[src/rtl/sc_levelcounter_if.sv]
// Control/status bundle between the game state machine and the level counter.
// The master drives the active-low strobes and enable; the slave returns level/tick status.
interface sc_levelcounter_if #(
    parameter int LEVEL_WIDTH = 3
);
    logic                   SC_LEVELCOUNTER_clear_InLow;
    logic                   SC_LEVELCOUNTER_upcount_InLow;
    logic                   SC_LEVELCOUNTER_enable_InHigh;
    logic [LEVEL_WIDTH-1:0] SC_LEVELCOUNTER_level_Out;
    logic                   SC_LEVELCOUNTER_comparator_levels_Out;
    logic                   SC_LEVELCOUNTER_speedtick_Out;
    logic                   SC_LEVELCOUNTER_levelup_Out;

    modport master (
        output SC_LEVELCOUNTER_clear_InLow,
        output SC_LEVELCOUNTER_upcount_InLow,
        output SC_LEVELCOUNTER_enable_InHigh,
        input  SC_LEVELCOUNTER_level_Out,
        input  SC_LEVELCOUNTER_comparator_levels_Out,
        input  SC_LEVELCOUNTER_speedtick_Out,
        input  SC_LEVELCOUNTER_levelup_Out
    );

    modport slave (
        input  SC_LEVELCOUNTER_clear_InLow,
        input  SC_LEVELCOUNTER_upcount_InLow,
        input  SC_LEVELCOUNTER_enable_InHigh,
        output SC_LEVELCOUNTER_level_Out,
        output SC_LEVELCOUNTER_comparator_levels_Out,
        output SC_LEVELCOUNTER_speedtick_Out,
        output SC_LEVELCOUNTER_levelup_Out
    );
endinterface

[src/rtl/sc_levelcounter.sv]
// Game level counter: edge-detected level-up, final-level comparator and a
// speed tick whose period shrinks by PERIOD_STEP for every level gained.
module sc_levelcounter #(
    parameter int LEVEL_WIDTH = 3,
    parameter int MAX_LEVEL   = 4,
    parameter int TICK_WIDTH  = 24,
    parameter int BASE_PERIOD = 10000000,
    parameter int PERIOD_STEP = 2000000
) (
    input  logic                SC_LEVELCOUNTER_CLOCK_50,
    input  logic                SC_LEVELCOUNTER_RESET_InLow,
    sc_levelcounter_if.slave    bus
);

    typedef enum logic [1:0] {
        S_IDLE    = 2'd0,
        S_RUN     = 2'd1,
        S_LEVELUP = 2'd2,
        S_DONE    = 2'd3
    } state_t;

    localparam logic [LEVEL_WIDTH-1:0] LP_MAX        = LEVEL_WIDTH'(MAX_LEVEL);
    localparam int                     LP_NUM_LEVELS = 2 ** LEVEL_WIDTH;

    logic w_clk;
    logic w_rst_n;
    logic w_clear_n;
    logic w_upcount_n;
    logic w_enable;

    assign w_clk       = SC_LEVELCOUNTER_CLOCK_50;
    assign w_rst_n     = SC_LEVELCOUNTER_RESET_InLow;
    assign w_clear_n   = bus.SC_LEVELCOUNTER_clear_InLow;
    assign w_upcount_n = bus.SC_LEVELCOUNTER_upcount_InLow;
    assign w_enable    = bus.SC_LEVELCOUNTER_enable_InHigh;

    state_t                  r_state;
    state_t                  w_state_next;
    logic [LEVEL_WIDTH-1:0]  r_level;
    logic [LEVEL_WIDTH-1:0]  w_level_next;
    logic                    r_comparator;
    logic                    w_comparator_next;
    logic                    r_levelup;
    logic                    w_levelup_next;
    logic [TICK_WIDTH-1:0]   r_count;
    logic [TICK_WIDTH-1:0]   w_count_next;
    logic                    r_upcount_prev;

    // Terminal count (period-1) per level; levels past MAX_LEVEL are unreachable
    // but clamp to the final period so the table stays well defined.
    logic [TICK_WIDTH-1:0]   w_last_lut [LP_NUM_LEVELS];

    genvar gi;
    generate
        for (gi = 0; gi < LP_NUM_LEVELS; gi++) begin : g_period
            localparam int LP_LVL = (gi > MAX_LEVEL) ? MAX_LEVEL : gi;
            assign w_last_lut[gi] = TICK_WIDTH'(BASE_PERIOD - LP_LVL * PERIOD_STEP - 1);
        end
    endgenerate

    logic [TICK_WIDTH-1:0]   w_count_last;
    logic                    w_tick;
    logic                    w_edge;
    logic                    w_accept;
    logic [LEVEL_WIDTH-1:0]  w_level_inc;

    assign w_count_last = w_last_lut[r_level];
    assign w_tick       = (r_state == S_RUN) && (r_count == w_count_last);
    assign w_edge       = r_upcount_prev && !w_upcount_n;
    assign w_accept     = w_edge && (r_level < LP_MAX) &&
                          ((r_state == S_IDLE) || (r_state == S_RUN));
    assign w_level_inc  = r_level + LEVEL_WIDTH'(1);

    always_ff @(posedge w_clk or negedge w_rst_n) begin
        if (!w_rst_n) begin
            r_state        <= S_IDLE;
            r_level        <= '0;
            r_comparator   <= 1'b0;
            r_levelup      <= 1'b0;
            r_count        <= '0;
            r_upcount_prev <= 1'b1;
        end else begin
            r_state        <= w_state_next;
            r_level        <= w_level_next;
            r_comparator   <= w_comparator_next;
            r_levelup      <= w_levelup_next;
            r_count        <= w_count_next;
            r_upcount_prev <= w_upcount_n;
        end
    end

    always_comb begin
        w_state_next      = r_state;
        w_level_next      = r_level;
        w_comparator_next = r_comparator;
        w_levelup_next    = 1'b0;
        w_count_next      = r_count;

        if (!w_clear_n) begin
            // Clear wins over a coincident level-up edge, which is simply dropped.
            w_state_next      = S_IDLE;
            w_level_next      = '0;
            w_comparator_next = 1'b0;
            w_count_next      = '0;
        end else if (w_accept) begin
            w_state_next      = S_LEVELUP;
            w_level_next      = w_level_inc;
            w_levelup_next    = 1'b1;
            w_comparator_next = (w_level_inc == LP_MAX);
            w_count_next      = '0;
        end else begin
            unique case (r_state)
                S_IDLE: begin
                    if (w_enable) begin
                        w_state_next = S_RUN;
                    end
                end
                S_RUN: begin
                    if (w_tick) begin
                        w_count_next = '0;
                    end else if (w_enable) begin
                        w_count_next = r_count + TICK_WIDTH'(1);
                    end
                    if (!w_enable) begin
                        w_state_next = S_IDLE;
                    end
                end
                S_LEVELUP: begin
                    w_count_next = '0;
                    if (r_level == LP_MAX) begin
                        w_state_next = S_DONE;
                    end else if (w_enable) begin
                        w_state_next = S_RUN;
                    end else begin
                        w_state_next = S_IDLE;
                    end
                end
                S_DONE: begin
                    w_count_next      = '0;
                    w_comparator_next = 1'b1;
                end
                default: begin
                    w_state_next = S_IDLE;
                    w_count_next = '0;
                end
            endcase
        end
    end

    assign bus.SC_LEVELCOUNTER_level_Out             = r_level;
    assign bus.SC_LEVELCOUNTER_comparator_levels_Out = r_comparator;
    assign bus.SC_LEVELCOUNTER_speedtick_Out         = w_tick;
    assign bus.SC_LEVELCOUNTER_levelup_Out           = r_levelup;

endmodule

[src/flat_wrapper.sv]
// flat-port wrapper written by rule: the top's interface ports become plain ports
module sc_levelcounter_flat 
#(
    parameter int LEVEL_WIDTH = 3,
    parameter int MAX_LEVEL   = 4,
    parameter int TICK_WIDTH  = 24,
    parameter int BASE_PERIOD = 10000000,
    parameter int PERIOD_STEP = 2000000
)
  (SC_LEVELCOUNTER_CLOCK_50, SC_LEVELCOUNTER_RESET_InLow, bus_SC_LEVELCOUNTER_clear_InLow, bus_SC_LEVELCOUNTER_upcount_InLow, bus_SC_LEVELCOUNTER_enable_InHigh, bus_SC_LEVELCOUNTER_level_Out, bus_SC_LEVELCOUNTER_comparator_levels_Out, bus_SC_LEVELCOUNTER_speedtick_Out, bus_SC_LEVELCOUNTER_levelup_Out);
  sc_levelcounter_if #(.LEVEL_WIDTH(LEVEL_WIDTH)) bus_i ();
  input  logic SC_LEVELCOUNTER_CLOCK_50;
  input  logic SC_LEVELCOUNTER_RESET_InLow;
  input wire logic [$bits(bus_i.SC_LEVELCOUNTER_clear_InLow)-1:0] bus_SC_LEVELCOUNTER_clear_InLow;
  input wire logic [$bits(bus_i.SC_LEVELCOUNTER_upcount_InLow)-1:0] bus_SC_LEVELCOUNTER_upcount_InLow;
  input wire logic [$bits(bus_i.SC_LEVELCOUNTER_enable_InHigh)-1:0] bus_SC_LEVELCOUNTER_enable_InHigh;
  output wire logic [$bits(bus_i.SC_LEVELCOUNTER_level_Out)-1:0] bus_SC_LEVELCOUNTER_level_Out;
  output wire logic [$bits(bus_i.SC_LEVELCOUNTER_comparator_levels_Out)-1:0] bus_SC_LEVELCOUNTER_comparator_levels_Out;
  output wire logic [$bits(bus_i.SC_LEVELCOUNTER_speedtick_Out)-1:0] bus_SC_LEVELCOUNTER_speedtick_Out;
  output wire logic [$bits(bus_i.SC_LEVELCOUNTER_levelup_Out)-1:0] bus_SC_LEVELCOUNTER_levelup_Out;
  assign bus_i.SC_LEVELCOUNTER_clear_InLow = bus_SC_LEVELCOUNTER_clear_InLow;
  assign bus_i.SC_LEVELCOUNTER_upcount_InLow = bus_SC_LEVELCOUNTER_upcount_InLow;
  assign bus_i.SC_LEVELCOUNTER_enable_InHigh = bus_SC_LEVELCOUNTER_enable_InHigh;
  assign bus_SC_LEVELCOUNTER_level_Out = bus_i.SC_LEVELCOUNTER_level_Out;
  assign bus_SC_LEVELCOUNTER_comparator_levels_Out = bus_i.SC_LEVELCOUNTER_comparator_levels_Out;
  assign bus_SC_LEVELCOUNTER_speedtick_Out = bus_i.SC_LEVELCOUNTER_speedtick_Out;
  assign bus_SC_LEVELCOUNTER_levelup_Out = bus_i.SC_LEVELCOUNTER_levelup_Out;
  sc_levelcounter #(.LEVEL_WIDTH(LEVEL_WIDTH), .MAX_LEVEL(MAX_LEVEL), .TICK_WIDTH(TICK_WIDTH), .BASE_PERIOD(BASE_PERIOD), .PERIOD_STEP(PERIOD_STEP)) u_core (.SC_LEVELCOUNTER_CLOCK_50(SC_LEVELCOUNTER_CLOCK_50), .SC_LEVELCOUNTER_RESET_InLow(SC_LEVELCOUNTER_RESET_InLow), .bus(bus_i));
endmodule
[config.mk]
export PLATFORM = sky130hd
export DESIGN_NAME = sc_levelcounter_flat
export DESIGN_NICKNAME = d
export VERILOG_FILES = /design/src/rtl/sc_levelcounter_if.sv /design/src/rtl/sc_levelcounter.sv /design/src/flat_wrapper.sv
export SDC_FILE = /design/constraint.sdc
export NUM_CORES = 1
export LEC_CHECK = 0
export BUFFER_PORTS_ARGS = -buffer_cell sky130_fd_sc_hd__buf_2
export CAP_MARGIN = 20
export CORE_AREA = 5 5 77 79
export DETAILED_ROUTE_END_ITERATION = 10
export DIE_AREA = 0 0 82 84
export GPL_ROUTABILITY_DRIVEN = 0
export SLEW_MARGIN = 20
export SYNTH_ARGS = -nofsm -noshare
export SYNTH_HDL_FRONTEND = slang
export SYNTH_SLANG_ARGS = --single-unit
[constraint.sdc]
create_clock -name SC_LEVELCOUNTER_CLOCK_50 -period 5.75 [get_ports SC_LEVELCOUNTER_CLOCK_50]
set_input_delay 0.2875 -clock SC_LEVELCOUNTER_CLOCK_50 [delete_from_list [all_inputs] [get_ports SC_LEVELCOUNTER_CLOCK_50]]
set_output_delay 0.2875 -clock SC_LEVELCOUNTER_CLOCK_50 [all_outputs]
set_load 0.02 [all_outputs]
==> results of run 1 <==
-- cells by family after synthesis --
logic type | count (synthesis)
flops | 32
buf+inv | 47
simple gates | 111
xor+xnor | 5
compound gates | 48
fa+ha+maj | 9
mux | 5
-- metal layers --
layer / part of all wire (%) / wire length (µm) / global-route usage [%] / up-vias
li1: - / - / - / 979
met1: 48 / 2820 / 26.6 / 989
met2: 47 / 2740 / 28.1 / 32
met3: 3.9 / 228 / 3.78 / 7
met4: 1.4 / 82 / 5.44 / 0
met5: 0 / 0 / 0 / -
-- cells in the final DEF, fill, tap and decap left out, types with 4 or more instances in the layout --
| master | Yosys | layout |
|---|---|---|
| dfrtp_1 | 31 | 31 |
| buf_2 | 1 | 10 |
| o221ai_2 | 19 | 19 |
| nand3_1 | 23 | 23 |
| ha_1 | 9 | 9 |
| nand4_1 | 16 | 16 |
| nor3_1 | 7 | 7 |
| o2111ai_1 | 4 | 4 |
| nand2b_1 | 4 | 4 |
| or3_1 | 5 | 5 |
| nor2_1 | 11 | 11 |
| nor2b_1 | 5 | 5 |
| clkbuf_8 | 0 | 6 |
| mux2i_1 | 4 | 4 |
| nand2_1 | 16 | 16 |
| inv_1 | 29 | 29 |
-- sequential cells by signal, indices dropped and copies added (netlist names) --
signal and cells:
u_core.bus.SC_LEVELCOUNTER_levelup_Out 1, u_core.bus.SC_LEVELCOUNTER_level_Out 3, u_core.r_state 2, u_core.bus.SC_LEVELCOUNTER_comparator_levels_Out 1
u_core.r_count 24, u_core.r_upcount_prev 1
-- power by group through the flow --
| stage | clock, W | sequential [W] | combinational, W |
|---|---|---|---|
| 2_1_floorplan | 0 | 0.000258 | 0.000165 |
| 3_3_place_gp | 0 | 0.000258 | 0.000199 |
| 3_5_place_dp | 0 | 0.000259 | 0.000200 |
| 4_1_cts | 0.000191 | 0.000255 | 0.000202 |
| 5_1_grt | 0.000204 | 0.000258 | 0.000219 |
| 6_report | 0.000184 | 0.000255 | 0.000201 |
-- through the flow --
stage               cell area, µm²  setup slack (ns)
finish                        2600              2.35
global route                  2600              2.04
CTS                           2600              2.35
global placement              2500              2.40
detailed placement            2500              2.37
floorplan                     2450              3.10
-- worst register-to-register path: stages (launching register included) --
cell and delay, ns:
dfrtp_1 0.71, inv_1 0.24, ha_1 0.28, xor2_1 0.14, nand4b_1 0.10, and4bb_1 0.35, nand4b_4 0.31, a31oi_4 0.92
mux2i_1 0.28
-- layout make-up --
type                       count  area share [%]
clock buffer                   6            3.18
clock inverter                 2           0.386
inverter                      30            4.43
multi-input combinational    178            54.8
sequential                    32            30.9
tap                           72            3.47
timing repair buffer          13            2.80
-- worst min path at each step --
stage | endpoint
after global placement | u_core.r_count[6]$_DFFE_PN0P_
after detailed placement | u_core.r_count[6]$_DFFE_PN0P_
after CTS | u_core.r_count[5]$_DFFE_PN0P_
after global routing | u_core.r_upcount_prev$_DFF_PN1_
final | u_core.r_count[5]$_DFFE_PN0P_
after floorplan | u_core.bus.SC_LEVELCOUNTER_comparator_levels_Out$_DFFE_PN0P_
==> results.json, run 1 <==
{
  "port_buffers": 10,
  "num_vias": 2007,
  "drv_cap": 0,
  "slew_headroom_pct": 34.3,
  "grt_max_degree": 33,
  "drtAntennaViolNets": 0,
  "crit_family": "compound AO/OA/AOI/OAI gates",
  "synth-edff-count": 0,
  "area_growth_pct": 5.76,
  "peakVddDrop_v": 0.000139,
  "drcViolationCount": 0,
  "synth-seq-cells": 32,
  "p_leak_nw": 0.966,
  "synth_compound_area_share_pct": 22.0,
  "clk_pin_slew_ns": 0.07,
  "tns_ns": 0,
  "syn_inst": 257,
  "synth_top_family_by_area": "simple AND/OR/NAND/NOR gates",
  "cts_tree": "built",
  "rsz0062_at_grt": "false",
  "final_cells": 333,
  "cp_num_cells": 8,
  "fp-row-count": 27,
  "nNetsFinal": 274,
  "antenna_found_initial": 0,
  "synthFlopType": "dfrtp_1",
  "path_cells": "inv_1 > ha_1 > xor2_1 > nand4b_1 > and4bb_1 > nand4b_4 > a31oi_4 > mux2i_1",
  "fin_crit_ns": 3.40,
  "synthXorXnorAreaFrac_pct": 1.78,
  "critical_path_required_ns": 5.95,
  "synth_top_cell_area_share_pct": 31.6,
  "cts_buffers": 5,
  "crit_buf_inv": 1,
  "clock_path_buffers": 2,
  "synthSimpleGateAreaFrac_pct": 27.6,
  "drt-initial-drc-count": 141,
  "cts_root_buf": "clkbuf_8",
  "hp-class": "in2async",
  "synthDistinctLibCells": 54,
  "multi_input_area_um2": 1420,
  "first_pass_iters": 4,
  "totalWireLength_mm": 5.87,
  "start_util_pct": 46.6,
  "crit_start": "u_core.bus.SC_LEVELCOUNTER_level_Out[2]$_DFFE_PN0P_",
  "crit_path_end_kind": "register",
  "grt_pass1_vias": 1990,
  "coreArea_um2": 5270,
  "startpoint_type": "register",
  "grt_pass1_wl_mm": 10.0,
  "yosysWarningCount": 0,
  "power_density_nw_per_um2": 246,
  "hold_buffers": 0,
  "rr_startpoint": "u_core.bus.SC_LEVELCOUNTER_level_Out[2]$_DFFE_PN0P_",
  "die_y_um": 84,
  "power_w": 0.000640,
  "slowest_stage": "a31oi_4",
  "r2r_cells": 8,
  "async_flop_share_pct": 100,
  "clkPwrFrac_pct": 28.8,
  "post_cts_buffers": 0,
  "power_frac_comb_pct": 31.4,
  "crit_path_max_incr_delay_ns": 0.91,
  "syn_area_per_cell_um2": 9.55,
  "yosys.area.top_type": "dfrtp_1",
  "p_sw_share_pct": 37.4,
  "hpwl_mm": 4.07,
  "syn-cell-area_um2": 2450,
  "clock_latency_ns": 0.29,
  "worstPathArrival_ns": 3.60,
  "synth_area_leaders": "dfrtp_1 (32%), o221ai_2 (12%), nand3_1 (4.7%)",
  "finalHoldViolations": 0,
  "synthAdderAreaFrac_pct": 4.59,
  "critPathCapture": "u_core.r_count[1]$_DFFE_PN0P_",
  "synthMuxAreaShare_pct": 2.09,
  "h-tree-depth": 2,
  "viasPerCell": 6.03,
  "min_period_over_period_pct": 59.2,
  "post_cts_resized": 0,
  "status": "complete, no violations",
  "final.fill_count": 518,
  "syn-num-nets": 271,
  "die-area_um2": 6890,
  "p_sw_w": 0.000239,
  "synthTopCellsByCount": "dfrtp_1 (31), inv_1 (29), nand3_1 (23), o221ai_2 (19)",
  "critPathKind": "reg2reg",
  "seqCellArea_um2": 802,
  "maxSlewViolCount": 0,
  "intPower_w": 0.000401,
  "fin_util_pct": 49.3,
  "placed_cells": 325,
  "worst_slew_pin_slew_ns": 0.986,
  "synth_most_common_cell": "dfrtp_1",
  "setup_viol": 0,
  "clock_skew_ns": 0.00662,
  "max_freq_mhz": 294,
  "layout-drive-gt1-share_pct": 20.3,
  "avgRoutedWirePerCell_um": 17.6,
  "cts.sinks": 32,
  "die_w_um": 82,
  "antenna_cells": 0,
  "design.portCount": 11,
  "holdWs_ns": 0.0795,
  "gr-total-overflow": 0,
  "reg2reg_to": "u_core.r_count[1]$_DFFE_PN0P_",
  "grt.total_usage_pct": 18.7,
  "pwr-share-seq_pct": 39.8,
  "cp_max_fo": 23,
  "ff2ff_setup_slack_ns": 2.35,
  "synth-seq-area-share_pct": 32.7
}
(Power assumes the default switching activity.)
==> run 2, diff against run 1 <==
PLACE_DENSITY = 0.67   (was not set)
clock period = 2.9 ns   (was 5.75 ns; I/O delays follow)
==> results.json, run 2 (synthesized netlist as in run 1, its figures left out) <==
{
  "min_period_over_period_pct": 91.7,
  "clock_skew_ns": 0.00285,
  "coreArea_um2": 5270,
  "setup_viol": 0,
  "antenna_cells": 0,
  "first_pass_iters": 4,
  "fin_crit_ns": 2.66,
  "grt_pass1_wl_mm": 9.98,
  "dpl-instance-area_um2": 2580,
  "startpoint_type": "register",
  "worst_slew_pin_slew_ns": 1.03,
  "viasPerCell": 6.06,
  "die_y_um": 84,
  "fin_area_um2": 2690,
  "area_growth_pct": 9.68,
  "antenna_found_initial": 0,
  "slew_headroom_pct": 31.1,
  "layout_commonest_cell": "dfrtp_1",
  "avgRoutedWirePerCell_um": 16.6,
  "clk_pin_slew_ns": 0.07,
  "h-tree-depth": 2,
  "mostFrequentLayoutCells": "dfrtp_1 (30), inv_1 (29), nand3_1 (23)",
  "clkPwrFrac_pct": 27.3,
  "drv_cap": 0,
  "final_cells": 345,
  "power_density_nw_per_um2": 484,
  "drtAntennaViolNets": 0,
  "whs_path_depth": 2,
  "design.portCount": 11,
  "worstPathArrival_ns": 2.87,
  "critPathKind": "reg2reg",
  "p_leak_nw": 1.02,
  "hold_end": "u_core.bus.SC_LEVELCOUNTER_comparator_levels_Out$_DFFE_PN0P_",
  "start_util_pct": 46.6,
  "status": "complete, no violations",
  "gr-total-overflow": 0,
  "cp_max_fo": 14,
  "ff2ff_setup_slack_ns": 0.24,
  "die-area_um2": 6890,
  "pwr-share-seq_pct": 38.3,
  "layout-drive-gt1-share_pct": 23.4,
  "p_sw_w": 0.000475,
  "r2r_cells": 11,
  "cts_tree": "built",
  "port_buffers": 10,
  "worstHoldStart": "bus_SC_LEVELCOUNTER_clear_InLow",
  "finalHoldViolations": 0,
  "fp-row-count": 27,
  "placed_cells": 335,
  "rr_startpoint": "u_core.bus.SC_LEVELCOUNTER_level_Out[1]$_DFFE_PN0P_",
  "post_cts_buffers": 0,
  "critical_path_required_ns": 3.11,
  "peakVddDrop_v": 0.000319,
  "intPower_w": 0.000827,
  "num_vias": 2092,
  "drt-initial-drc-count": 143,
  "reg2reg_to": "u_core.r_count[1]$_DFFE_PN0P_",
  "clock_latency_ns": 0.28,
  "grt.total_usage_pct": 18.5,
  "power_frac_comb_pct": 34.4,
  "grt_pass1_vias": 2045,
  "die_w_um": 82,
  "grt_max_degree": 33,
  "totalWireLength_mm": 5.73,
  "p_sw_share_pct": 36.5,
  "cts.sinks": 32,
  "hpwl_mm": 4.18,
  "largest_reg_flops": 24,
  "crit_path_end_kind": "register",
  "cts_root_buf": "clkbuf_8",
  "regMostFlops": "u_core.r_count",
  "nNetsFinal": 286,
  "max_freq_mhz": 376,
  "rsz0062_at_grt": "false",
  "drcViolationCount": 0,
  "cts_buffers": 5,
  "power_w": 0.00130,
  "tns_ns": 0,
  "hp-class": "in2reg",
  "clock_path_buffers": 2,
  "maxSlewViolCount": 0
}
-- run 2: cell count changes in the layout (fill, tap and decap cells not counted) --
cell	before	now
dlygate4sd3_1	0	2
dfrtp_2	0	1
dfrtp_1	31	30
buf_4	3	13
-- run 2: through the flow --
step / worst slack [ns] / hold WS (ns) / util [%]
finish: 0.240 / 0.177 / 51.1
global route: 0.0760 / 0.183 / 51.1
CTS: 0.168 / 0.173 / 51.1
detailed placement: 0.166 / 0.254 / 48.9
global placement: 0.249 / 0.262 / 48.9
floorplan: 0.254 / -0.151 / -
-- run 2: per-layer routing --
layer | GRT usage (%) | vias to the layer above | routed length [µm]
li1 | - | 1007 | -
met3 | 3.35 | 9 | 124
met1 | 25.4 | 1048 | 2710
met4 | 5.44 | 0 | 90
met2 | 29.2 | 28 | 2810
met5 | 0 | - | 0
-- run 2: worst max-delay path by stage --
stage | from | end | cells past startpoint
2_1_floorplan | u_core.bus.SC_LEVELCOUNTER_level_Out[0]$_DFFE_PN0P_ | u_core.r_count[11]$_DFFE_PN0P_ | 11
4_1_cts | u_core.bus.SC_LEVELCOUNTER_level_Out[1]$_DFFE_PN0P_ | u_core.r_count[1]$_DFFE_PN0P_ | 10
3_5_place_dp | u_core.bus.SC_LEVELCOUNTER_level_Out[1]$_DFFE_PN0P_ | u_core.r_count[1]$_DFFE_PN0P_ | 10
3_3_place_gp | u_core.bus.SC_LEVELCOUNTER_level_Out[1]$_DFFE_PN0P_ | u_core.r_count[3]$_DFFE_PN0P_ | 10
5_1_grt | u_core.bus.SC_LEVELCOUNTER_level_Out[1]$_DFFE_PN0P_ | u_core.r_count[1]$_DFFE_PN0P_ | 10
6_report | u_core.bus.SC_LEVELCOUNTER_level_Out[1]$_DFFE_PN0P_ | u_core.r_count[1]$_DFFE_PN0P_ | 11
-- run 2: layout make-up --
class	count	area (µm²)
Inverter	30	115
Clock inverter	2	10.0
Tap cell	72	90.1
Multi-Input combinational cell	178	1420
Clock buffer	6	82.6
Sequential cell	32	803
Fill cell	515	2580
Timing Repair Buffer	25	168
-- run 2: worst max-delay path: stages (launching register included) --
cell	delay, ns
dfrtp_2	0.47
ha_1	0.22
inv_1	0.07
ha_1	0.18
xor2_1	0.19
nand4b_1	0.11
and4bb_1	0.35
nand4b_4	0.13
buf_4	0.24
a31oi_4	0.19
buf_4	0.22
mux2i_1	0.20
-- run 2: timing repair --
action,4_1_cts,5_1_grt
resized for setup,0,1
hold buffers,2,0
setup endpoints to repair,0,1
endpoints found under the hold margin,32,0
-- run 2: power groups by stage --
stage / Sequential (W) / Clock [W] / Combinational [W]
after CTS: 0.000498 / 0.000367 / 0.000450
after global routing: 0.000502 / 0.000385 / 0.000498
after global placement: 0.000504 / 0 / 0.000433
after detailed placement: 0.000506 / 0 / 0.000445
after floorplan: 0.000511 / 0 / 0.000328
final: 0.000498 / 0.000356 / 0.000448
